$ cat config.mk
export PLATFORM = sky130hd
export DESIGN_NAME = baby_loader
export DESIGN_NICKNAME = d
export VERILOG_FILES = /design/src/rtl/baby_loader_pkg.sv /design/src/rtl/baby_word_assembler.sv /design/src/rtl/baby_loader.sv
export SDC_FILE = /design/constraint.sdc
export NUM_CORES = 1
export LEC_CHECK = 0
export BUFFER_PORTS_ARGS = -buffer_cell sky130_fd_sc_hd__buf_2
export CORE_UTILIZATION = 52
export DETAILED_ROUTE_END_ITERATION = 7
export PLACE_DENSITY = 0.76
export SYNTH_ARGS = -nofsm -noshare
export SYNTH_HDL_FRONTEND = slang
export SYNTH_SLANG_ARGS = --single-unit
$ cat constraint.sdc
create_clock -name clk -period 1.94 [get_ports clk]
set_input_delay 0.485 -clock clk [delete_from_list [all_inputs] [get_ports clk]]
set_output_delay 0.485 -clock clk [all_outputs]
set_load 0.005 [all_outputs]
$ cat src/rtl/baby_loader_pkg.sv
// Shared types and constants for the Baby byte-stream program loader.
package baby_loader_pkg;

  typedef enum logic [2:0] {
    S_SYNC,
    S_COUNT,
    S_DATA,
    S_WRITE,
    S_CKSUM,
    S_DONE,
    S_ERR
  } state_t;

  localparam logic [7:0] SYNC_BYTE_DEFAULT = 8'hA5;
  localparam int DWIDTH_DEFAULT = 32;
  localparam int BYTES_PER_WORD = DWIDTH_DEFAULT / 8;

  function automatic int bytes_per_word(input int dwidth);
    return dwidth / 8;
  endfunction

endpackage

$ cat src/rtl/baby_word_assembler.sv
// Little-endian word assembler: one byte per load, byte_idx wraps after the last byte.
module baby_word_assembler
  import baby_loader_pkg::*;
#(
  parameter int DWIDTH = DWIDTH_DEFAULT
) (
  input  logic              clk,
  input  logic              rst_n,
  input  logic              clr,
  input  logic              load,
  input  logic [7:0]        byte_in,
  output logic [DWIDTH-1:0] word_next,
  output logic              word_full
);

  localparam int BPW = bytes_per_word(DWIDTH);
  localparam int IW  = (BPW > 1) ? $clog2(BPW) : 1;

  logic [IW-1:0]     idx_q, idx_d;
  logic [DWIDTH-1:0] word_q, word_d;

  // word_next already contains the incoming byte, so the last byte of a word
  // can be forwarded to the store without an extra cycle.
  always_comb begin
    word_next = word_q;
    word_next[idx_q*8 +: 8] = byte_in;
    word_full = (idx_q == IW'(BPW - 1));
    word_d    = word_q;
    idx_d     = idx_q;
    if (clr) begin
      word_d = '0;
      idx_d  = '0;
    end else if (load) begin
      word_d = word_next;
      idx_d  = word_full ? '0 : idx_q + 1'b1;
    end
  end

  always_ff @(posedge clk or negedge rst_n) begin
    if (!rst_n) begin
      word_q <= '0;
      idx_q  <= '0;
    end else begin
      word_q <= word_d;
      idx_q  <= idx_d;
    end
  end

endmodule

$ cat src/rtl/baby_loader.sv
// Framed byte-stream loader for the Baby store; holds the CPU in reset until loaded.
// Define BABY_LOADER_CKSUM_EN to require a trailing XOR checksum byte per frame.
module baby_loader
  import baby_loader_pkg::*;
#(
  parameter int         DWIDTH    = DWIDTH_DEFAULT,
  parameter int         AWIDTH    = 5,
  parameter logic [7:0] SYNC_BYTE = SYNC_BYTE_DEFAULT
) (
  input  logic              clk,
  input  logic              rst_n,
  input  logic              in_valid,
  output logic              in_ready,
  input  logic [7:0]        in_data,
  output logic              mem_we,
  output logic [AWIDTH-1:0] mem_a,
  output logic [DWIDTH-1:0] mem_d,
  output logic              cpu_hold,
  output logic              done,
  output logic              err,
  output logic [AWIDTH:0]   words_mon
);

  state_t            state_q, state_d;
  logic [AWIDTH:0]   n_q, n_d;
  logic [AWIDTH:0]   words_q, words_d;
  logic [AWIDTH-1:0] mem_a_q, mem_a_d;
  logic [DWIDTH-1:0] mem_d_q, mem_d_d;
  logic              accept, count_bad;
  logic              asm_clr, asm_load, asm_full;
  logic [DWIDTH-1:0] asm_word;
`ifdef BABY_LOADER_CKSUM_EN
  logic [7:0]        cksum_q, cksum_d;
`endif

  baby_word_assembler #(.DWIDTH(DWIDTH)) u_asm (
    .clk      (clk),
    .rst_n    (rst_n),
    .clr      (asm_clr),
    .load     (asm_load),
    .byte_in  (in_data),
    .word_next(asm_word),
    .word_full(asm_full)
  );

  assign accept    = in_valid && in_ready;
  assign count_bad = (in_data == 8'd0) || (32'(in_data) > (32'd1 << AWIDTH));

  always_ff @(posedge clk or negedge rst_n) begin
    if (!rst_n) begin
      state_q <= S_SYNC;
      n_q     <= '0;
      words_q <= '0;
      mem_a_q <= '0;
      mem_d_q <= '0;
`ifdef BABY_LOADER_CKSUM_EN
      cksum_q <= '0;
`endif
    end else begin
      state_q <= state_d;
      n_q     <= n_d;
      words_q <= words_d;
      mem_a_q <= mem_a_d;
      mem_d_q <= mem_d_d;
`ifdef BABY_LOADER_CKSUM_EN
      cksum_q <= cksum_d;
`endif
    end
  end

  always_comb begin
    state_d  = state_q;
    n_d      = n_q;
    words_d  = words_q;
    mem_a_d  = mem_a_q;
    mem_d_d  = mem_d_q;
    asm_clr  = 1'b0;
    asm_load = 1'b0;
`ifdef BABY_LOADER_CKSUM_EN
    cksum_d  = cksum_q;
`endif
    case (state_q)
      S_SYNC: if (accept && in_data == SYNC_BYTE) state_d = S_COUNT;
      S_COUNT: begin
        if (accept) begin
          if (count_bad) begin
            state_d = S_ERR;
          end else begin
            n_d     = (AWIDTH+1)'(in_data);
            words_d = '0;
            asm_clr = 1'b1;
`ifdef BABY_LOADER_CKSUM_EN
            cksum_d = '0;
`endif
            state_d = S_DATA;
          end
        end
      end
      S_DATA: begin
        if (accept) begin
          asm_load = 1'b1;
`ifdef BABY_LOADER_CKSUM_EN
          cksum_d  = cksum_q ^ in_data;
`endif
          if (asm_full) begin
            mem_a_d = words_q[AWIDTH-1:0];
            mem_d_d = asm_word;
            state_d = S_WRITE;
          end
        end
      end
      S_WRITE: begin
        words_d = words_q + 1'b1;
`ifdef BABY_LOADER_CKSUM_EN
        state_d = (words_d == n_q) ? S_CKSUM : S_DATA;
`else
        state_d = (words_d == n_q) ? S_DONE : S_DATA;
`endif
      end
`ifdef BABY_LOADER_CKSUM_EN
      S_CKSUM: if (accept) state_d = (in_data == cksum_q) ? S_DONE : S_ERR;
`endif
      S_DONE: state_d = S_DONE;
      S_ERR: begin
        if (accept && in_data == SYNC_BYTE) begin
          words_d = '0;
          state_d = S_COUNT;
        end
      end
      default: state_d = S_SYNC;
    endcase
  end

  always_comb begin
    in_ready  = (state_q != S_WRITE) && (state_q != S_DONE);
    mem_we    = (state_q == S_WRITE);
    cpu_hold  = (state_q != S_DONE);
    done      = (state_q == S_DONE);
    err       = (state_q == S_ERR);
    mem_a     = mem_a_q;
    mem_d     = mem_d_q;
    words_mon = words_q;
  end

endmodule

-- Word level (Yosys, flattened, before mapping)
Index checks and enable logic that the tools add are counted.
- flip-flop bits (word level): 86
- latch bits: 0
- memory bits (writable): 0
- memory bits (read-only): 0
- input port bits: 11
- output and inout bits: 48
- logic and storage cells: 65
- memories: 0
- $add $sub $neg: 3
- multiply operators: 0
- divide/modulo/power cells: 0
- magnitude comparators: 1
- equality and inequality tests: 16
- shift-type cells: 2
- multiplexer cells: 22
- bitwise gates (word level): 1
- reductions and logical operators: 13
- operators by type and width (kind ; count):
    2-to-1 mux 32 bit ; 2
    negator 5 -> 34 bit ; 1
    variable shift 8 x 34 -> 32 bit (first input constant) ; 1
    variable part select 8 x 34 -> 32 bit ; 1
    bitwise mux 32 bit ; 1
    2-to-1 mux 3 bit ; 6
    2-to-1 mux 6 bit ; 3
    case mux 6 bit (3 select lines) ; 1
    case mux 3 bit (5 select lines) ; 1
    == test 8 bit (second input constant) ; 1
    greater-than comparator 8 x 6 -> 1 bit (second input constant) ; 1
    logical NOT 8 bit ; 1
    inequality test 2 bit (second input constant) ; 4
    AND reduction 4 bit ; 2
    adder 6 x 1 -> 6 bit (second input constant) ; 1
    == test 3 x 2 -> 1 bit (second input constant) ; 2
    == test 3 bit (second input constant) ; 2
    == test 6 bit ; 1
    2-to-1 mux 2 bit ; 3
    AND reduction 3 bit ; 2
    2-to-1 mux 1 bit ; 5
    inequality test 2 x 1 -> 1 bit (second input constant) ; 2
    == test 3 x 1 -> 1 bit (second input constant) ; 1
    logical AND 1 bit ; 3
    10 further kinds ; 10

-- Longest topological paths before layout
Gate-level depths: netlist of run 1.
- depth in word-level cells: 7
- depth in mapped cells: 8
- depth with buffers taken out: 6

-- Modules after synthesis
A second synthesis of run 1 with hierarchy kept.
- cell total of the unflattened synthesis: 420
- area total of the unflattened synthesis: 4399.2 sq um
- modules (own cells, without submodules) (module ; times used ; cells each ; area each (sq um) ; seq. area each (sq um)):
    baby_loader ; 1 ; 184 ; 2341.0 ; 1301.2
    baby_word_assembler ; 1 ; 236 ; 2058.2 ; 850.8

-- Least setup slack after synthesis of run 1
Ideal clock, no wire load.
- path kind: input -> register
- start: input in_data[3]
- end: register n_q[2]
- arrival time: 2.391 ns
- slack: -0.579 ns
- cell stages on the path: 7
- buffers on the path: 2
- cells stage by stage: buf_2 > or3_1 > o31a_1 > or4_4 > nor3_4 > buf_6 > mux2_1
- word-level cells in the longest chain between the ends: 4
- elaborated cells on any way between the ends: 5
- classes of those cells: 1 x order compare; 1 x bitwise; 3 x reduce/logical
- ends and longest elaborated chain (item ; RTL line ; source):
    start: declaration ; baby_loader.sv:14 ; input logic [7:0] in_data,
    greater-than comparator 8 x 6 -> 1 bit or logical NOT 8 bit (tied branches) ; baby_loader.sv:47 ; assign count_bad = (in_data == 8'd0) || (32'(in_data) > (32'd1 << AWIDTH));
    logical OR 1 bit (*) ; baby_loader.sv:47 ;
    NOT 1 bit (no source line) (*) ; - ;
    AND reduction 3 bit (no source line) (*) ; - ;
    end signal: assignment ; baby_loader.sv:61 ; n_q <= n_d;
    end: declaration ; baby_loader.sv:25 ; logic [AWIDTH:0] n_q, n_d;
Every way passes the cells marked *; elsewhere a longest branch is shown, timed or not.
A chain may end at the register's enable or synchronous reset.

-- Worst setup path after layout of run 1
- start: input in_data[4]
- end: register n_q[0]
The elaborated chain is that of the path after synthesis.

==> results of run 1 <==
[worst max-delay path: cells and delay by family]
kind,cells,cell delay [ps]
AO/OA/AOI/OAI,1,240
buffers and inverters,2,250
multiplexers,1,340
AND/OR/NAND/NOR,3,1000
[state kept, by name (all words and copies together), names as in the netlist]
register	count
u_asm.idx_q	2
mem_d	32
n_q	6
state_q	3
u_asm.word_q	32
words_mon	6
mem_a	5
[final cells by class]
class | instances | area share [%]
sequential | 86 | 41.6
multi-input combinational | 310 | 36.4
timing repair buffer | 104 | 14.2
clock buffer | 10 | 2.66
tap | 102 | 2.46
clock inverter | 6 | 2.10
inverter | 8 | 0.580
[repair_timing]
item / 4_1_cts / 5_1_grt
endpoints found under the hold margin: 0 / 0
gates resized for setup: 10 / 9
setup endpoints to repair: 49 / 47
pin swaps: 1 / 1
setup buffers: 1 / 4
gates cloned: 0 / 1
[per-layer routing]
layer / up-vias / track usage (%) / routed length [um]
li1: 1679 / - / -
met1: 1737 / 34.2 / 4540
met2: 135 / 39.9 / 4860
met3: 18 / 2.90 / 546
met4: 0 / 11.7 / 229
met5: - / 0 / 0
[Yosys cell counts, types with 2 or more instances]
library cell	number	area [um^2]
xnor2_1	5	43.8
xor2_1	3	26.3
buf_6	4	45.0
buf_2	9	45.0
nor2_1	73	274
mux2_2	8	90.1
mux2_1	3	33.8
inv_1	8	30.0
buf_1	3	11.3
nand2b_1	3	18.8
o21ai_0	7	35.0
nand2_1	13	48.8
nand3b_1	2	15.0
a21oi_1	66	330
or3_1	4	25.0
nand3_1	13	65.1
nor2b_1	37	231
nor4bb_1	2	20.0
and2_1	5	31.3
o211ai_1	2	15.0
dfrtp_1	86	2150
ha_1	7	87.6
nor3_1	3	15.0
clkbuf_1	15	56.3
a22oi_1	32	240
[power breakdown]
part           internal, uW  switching [uW]
clock                   888             654
combinational          47.5            89.0
sequential             1790               0
[placed cells by master, fill, tap and decap left out, drive strengths merged, types with 2 or more instances in the layout]
| cell | instances |
|---|---|
| a21oi | 66 |
| a22oi | 32 |
| and2 | 6 |
| buf | 103 |
| bufinv | 3 |
| clkbuf | 11 |
| clkinv | 3 |
| dfrtp | 86 |
| ha | 7 |
| inv | 8 |
| mux2 | 11 |
| nand2 | 13 |
| nand2b | 3 |
| nand3 | 13 |
| nand3b | 2 |
| nor2 | 73 |
| nor2b | 37 |
| nor3 | 4 |
| nor4bb | 2 |
| o211ai | 2 |
| o21ai | 7 |
| or3 | 4 |
| or4 | 2 |
| xnor2 | 5 |
| xor2 | 3 |
[cell families after synthesis]
group	synth area share (%)
AO/OA/AOI/OAI	17.3
XOR/XNOR	1.67
adder cells (fa/ha/maj)	2.09
buffers and inverters	4.66
flip-flops	51.4
multiplexers	2.96
AND/OR/NAND/NOR	19.9
[per-stage QoR]
step | hold WS, ps | setup TNS (ps) | std cells | setup WS (ps) | instance area [um^2]
floorplan | 189 | -16230 | 436 | -505 | 4220
CTS | 131 | -4940 | 621 | -150 | 5100
finish | 110 | -2470 | 626 | -123 | 5180
detailed placement | 492 | -26120 | 604 | -586 | 4800
global placement | 484 | -24370 | 604 | -545 | 4800
global route | 164 | -4240 | 626 | -158 | 5180
[worst min path at each step]
stage / slack [ps] / end / cells after the start
after floorplan: 190 / mem_a[0] / 0
after global placement: 480 / mem_a[1] / 1
after detailed placement: 490 / mem_a[4] / 1
after CTS: 130 / words_mon[2] / 1
after global routing: 160 / words_mon[3] / 1
final: 110 / words_mon[2] / 1
==> impl_metrics.json, run 1 <==
{
  "maxCapViolations": 0,
  "final_max_slew_viol_count": 0,
  "drt-pass1-iter-count": 4,
  "seq_area_frac_synth_pct": 51.4,
  "grt_max_degree": 43,
  "syn_to_final_growth_pct": 23.7,
  "cp_slowest_stage_delay_ps": 440,
  "finalWorstSetupSlack_ps": -123,
  "cp-end-kind": "register",
  "cts.clk_slew.worst_paths_ps": 90,
  "endpoint": "n_q[0]",
  "antenna_left": 0,
  "fmax_mhz": 485,
  "grt_pass1_vias": 3339,
  "wl_per_cell_um": 16.3,
  "slew_headroom_pct": 60.8,
  "num_vias": 3569,
  "grt_pass1_wl_um": 16400,
  "layout-drive-gt1-share_pct": 27.5,
  "wirelength_um": 10200,
  "timing_worst_setup_path_type": "input port to register",
  "multi_input_area_um2": 1880,
  "die_w_um": 91.7,
  "htree_levels": 3,
  "cp.arrival_ps": 2320,
  "worst_pin_slew_ps": 589,
  "ir_drop_v": 0.000383,
  "rows": 32,
  "vias_per_cell": 5.70,
  "final.setup_skew_ps": 12.9,
  "synth_edf_count": 0,
  "p_per_area_nw_per_um2": 670,
  "nets": 537,
  "initial_core_util_pct": 53.9,
  "dpl.hpwl_um": 6780,
  "diodes": 0,
  "syn_area_per_cell_um2": 9.60,
  "grt.overflow.total": 0,
  "cts_tree": "built",
  "critPathSlowestCell": "or4_4",
  "antenna_found_initial": 0,
  "numCtsBuffers": 9,
  "netlist_area_um2": 4190,
  "path_cells": "buf_6 -> or3_4 -> o31a_1 -> or4_4 -> nor3_4 -> buf_12 -> mux2_2",
  "cp.required_ps": 2200,
  "r2r-start": "u_asm.idx_q[1]",
  "regArea_um2": 2150,
  "hold_path_class": "input port to asynchronous set/reset pin",
  "power.total_uw": 3470,
  "cts-root-buf": "clkbuf_8",
  "synth_cells": 436,
  "startpoint": "in_data[4]",
  "p_leak_uw": 0.00259,
  "post-route-period-util_pct": 106,
  "period_needed_ps": 2060,
  "ios": 59,
  "setup_viol": 40,
  "die_h_um": 91.7,
  "hold_viol": 0,
  "ys_types": 48,
  "nFillCells": 600,
  "drt-initial-drc-count": 248,
  "r2r_end": "u_asm.word_q[16]",
  "yosysWarnings": 0,
  "regToRegSetupSlack_ps": 40,
  "violations": "setup timing",
  "syn_nets": 454,
  "clock_sinks": 86,
  "core-area_um2": 7770,
  "fin_util_pct": 66.7,
  "rsz0062_at_grt": "true",
  "cp_max_fo": 9,
  "yosys_register_bits": 86,
  "drc": 0,
  "die-area_um2": 8410,
  "synth_ff_type": "dfrtp_1",
  "holdBufCountCts": 0,
  "grt_usage_pct": 25.0,
  "cts_buffer_depth": 2,
  "r2r_cells": 6,
  "status": "finished with violations",
  "synthArstFlopShare_pct": 100,
  "insertion_delay_ps": 360,
  "gp_congestion": 0.852,
  "portBuffers": 58,
  "critPathLaunchType": "input port"
}
(Power assumes the default switching activity.)
==> inputs of run 2 (changes only) <==
CAP_MARGIN = 25   (was not set)
CTS_BUF_LIST = sky130_fd_sc_hd__clkbuf_8 sky130_fd_sc_hd__clkbuf_16   (was not set)
clock period = 1.8 ns   (was 1.94 ns; I/O delays follow)
==> run 2 against run 1 <==
Net effect:
- the flow still finishes with violations (setup timing)
- routed wire length rose by 6.5%
- combinational power increased by 12%
- global-route usage increased by 1.0 points
- core utilization grew 2.7 points
- sequential cell count unchanged
- via count increased by 1.9%
- count of clock-buffer cells in the layout decreased by 1
- clock power about the same
- critical path type unchanged
- critical endpoint is now state_q[0]
==> impl_metrics.json, run 2 (synthesized netlist as in run 1, its figures left out) <==
{
  "status": "finished with violations",
  "violations": "setup timing",
  "grt_pass1_wl_um": 16800,
  "insertion_delay_ps": 380,
  "die_h_um": 91.7,
  "layout-drive-gt1-share_pct": 33.1,
  "antenna_left": 0,
  "cp_max_fo": 4,
  "rows": 32,
  "ir_drop_v": 0.000434,
  "path_cells": "buf_6 -> or3_4 -> buf_4 -> buf_6 -> or4_4 -> a22o_4 -> o21bai_4 -> o311ai_4",
  "cp_top_family": "simple AND/OR/NAND/NOR gates",
  "cts.clk_slew.worst_paths_ps": 90,
  "cp-end-kind": "register",
  "final_cell_mix": "dfrtp_1, nor2_1, a21oi_1, buf_2, buf_4",
  "syn_to_final_growth_pct": 28.6,
  "cp.arrival_ps": 2320,
  "timing_worst_setup_path_type": "input port to register",
  "portBuffers": 58,
  "core-area_um2": 7770,
  "hold_viol": 0,
  "grt_max_degree": 43,
  "cts-root-buf": "clkbuf_8",
  "r2r_cells": 6,
  "drt-initial-drc-count": 254,
  "clock_sinks": 86,
  "cts_tree": "built",
  "maxCapViolations": 0,
  "final_max_slew_viol_count": 0,
  "cp.required_ps": 2070,
  "fmax_mhz": 487,
  "hold_path_class": "input port to asynchronous set/reset pin",
  "ios": 59,
  "cp_common_cell": "buf_6",
  "p_per_area_nw_per_um2": 667,
  "die-area_um2": 8410,
  "path_buf_inv": 3,
  "grt_usage_pct": 26.0,
  "worst-path-stages": 8,
  "cts_buffer_depth": 2,
  "slew_headroom_pct": 69.9,
  "nFillCells": 605,
  "num_vias": 3638,
  "die_w_um": 91.7,
  "post-route-period-util_pct": 114,
  "htree_levels": 3,
  "period_needed_ps": 2050,
  "critPathSlowestCell": "or4_4",
  "grt_pass1_vias": 3417,
  "dpl.hpwl_um": 7010,
  "grt.overflow.total": 0,
  "vias_per_cell": 5.71,
  "fin_util_pct": 69.3,
  "tns_ps": -7000,
  "rsz0062_at_grt": "true",
  "critPathLaunchType": "input port",
  "setup_viol": 48,
  "gp_congestion": 0.856,
  "worst_pin_slew_ps": 452,
  "nets": 548,
  "mostFrequentLayoutCell": "dfrtp_1",
  "p_leak_uw": 0.00265,
  "wirelength_um": 10800,
  "cp_slowest_stage_delay_ps": 550,
  "drc": 0,
  "antenna_found_initial": 0,
  "numCtsBuffers": 9,
  "wl_per_cell_um": 17.0,
  "initial_core_util_pct": 53.9,
  "finalWorstSetupSlack_ps": -253,
  "final.setup_skew_ps": 15.4,
  "diodes": 0,
  "drt-pass1-iter-count": 5
}
[run 2: timing repair]
action	4_1_cts	5_1_grt
hold buffers	0	0
hold endpoints to repair	0	0
resized for setup	18	38
setup endpoints to repair	44	83
setup buffers	7	6
cloned	0	1
pin swaps	1	7
[run 2: per-stage QoR]
stage	hold slack (ps)	instance area [um^2]	cells	worst slack, ps	total power, uW
5_1_grt	49.6	5390	637	-293	3690
3_5_place_dp	430	4830	608	-669	2110
6_report	4.16	5390	637	-253	3590
4_1_cts	25.9	5170	631	-191	3600
2_1_floorplan	154	4220	436	-610	2010
3_3_place_gp	423	4830	608	-597	2110
[run 2: worst paths after layout]
path | endpoint | slack, ps | start
worst max-delay path | state_q[0] | -250 | in_data[4]
worst min-delay path | mem_a[2] | 4 | rst_n
worst max register to register | state_q[0] | -50 | state_q[2]
worst min register to register | mem_a[1] | 510 | mem_a[1]
max in group asynchronous | state_q[2] | 1230 | rst_n
min in group clk | mem_a[1] | 510 | mem_a[1]
[run 2: layout make-up]
cell class                      count  area (um^2)  share of cell area, %
Sequential cell                    86         2160                   40.1
Multi-Input combinational cell    310         2020                   37.5
Timing Repair Buffer              115          827                   15.4
Tap cell                          102          128                   2.37
Clock buffer                        9          124                   2.30
Clock inverter                      7         98.8                   1.84
Inverter                            8         30.0                  0.558
[run 2: worst reg2reg max path, delay by kind of cell, from the launching register on]
family / cells / cell delay (ps)
flip-flops: 1 / 470
buffers and inverters: 1 / 170
AO/OA/AOI/OAI: 4 / 890
AND/OR/NAND/NOR: 1 / 230
[run 2: metal layers]
layer,share of wire (%),routed length (um),vias to the layer above,track usage [%]
met5,0,0,-,0
met3,4.8,525,25,3.57
met2,48,5250,114,41.2
li1,-,-,1702,-
met4,2.7,290,0,13.4
met1,44,4770,1797,35.0
[run 2: power breakdown]
group | leakage (uW) | internal (uW) | switching, uW
logic | 0.00138 | 53.1 | 99.4
clock network | 0.000109 | 785 | 724
registers | 0.00116 | 1930 | 0
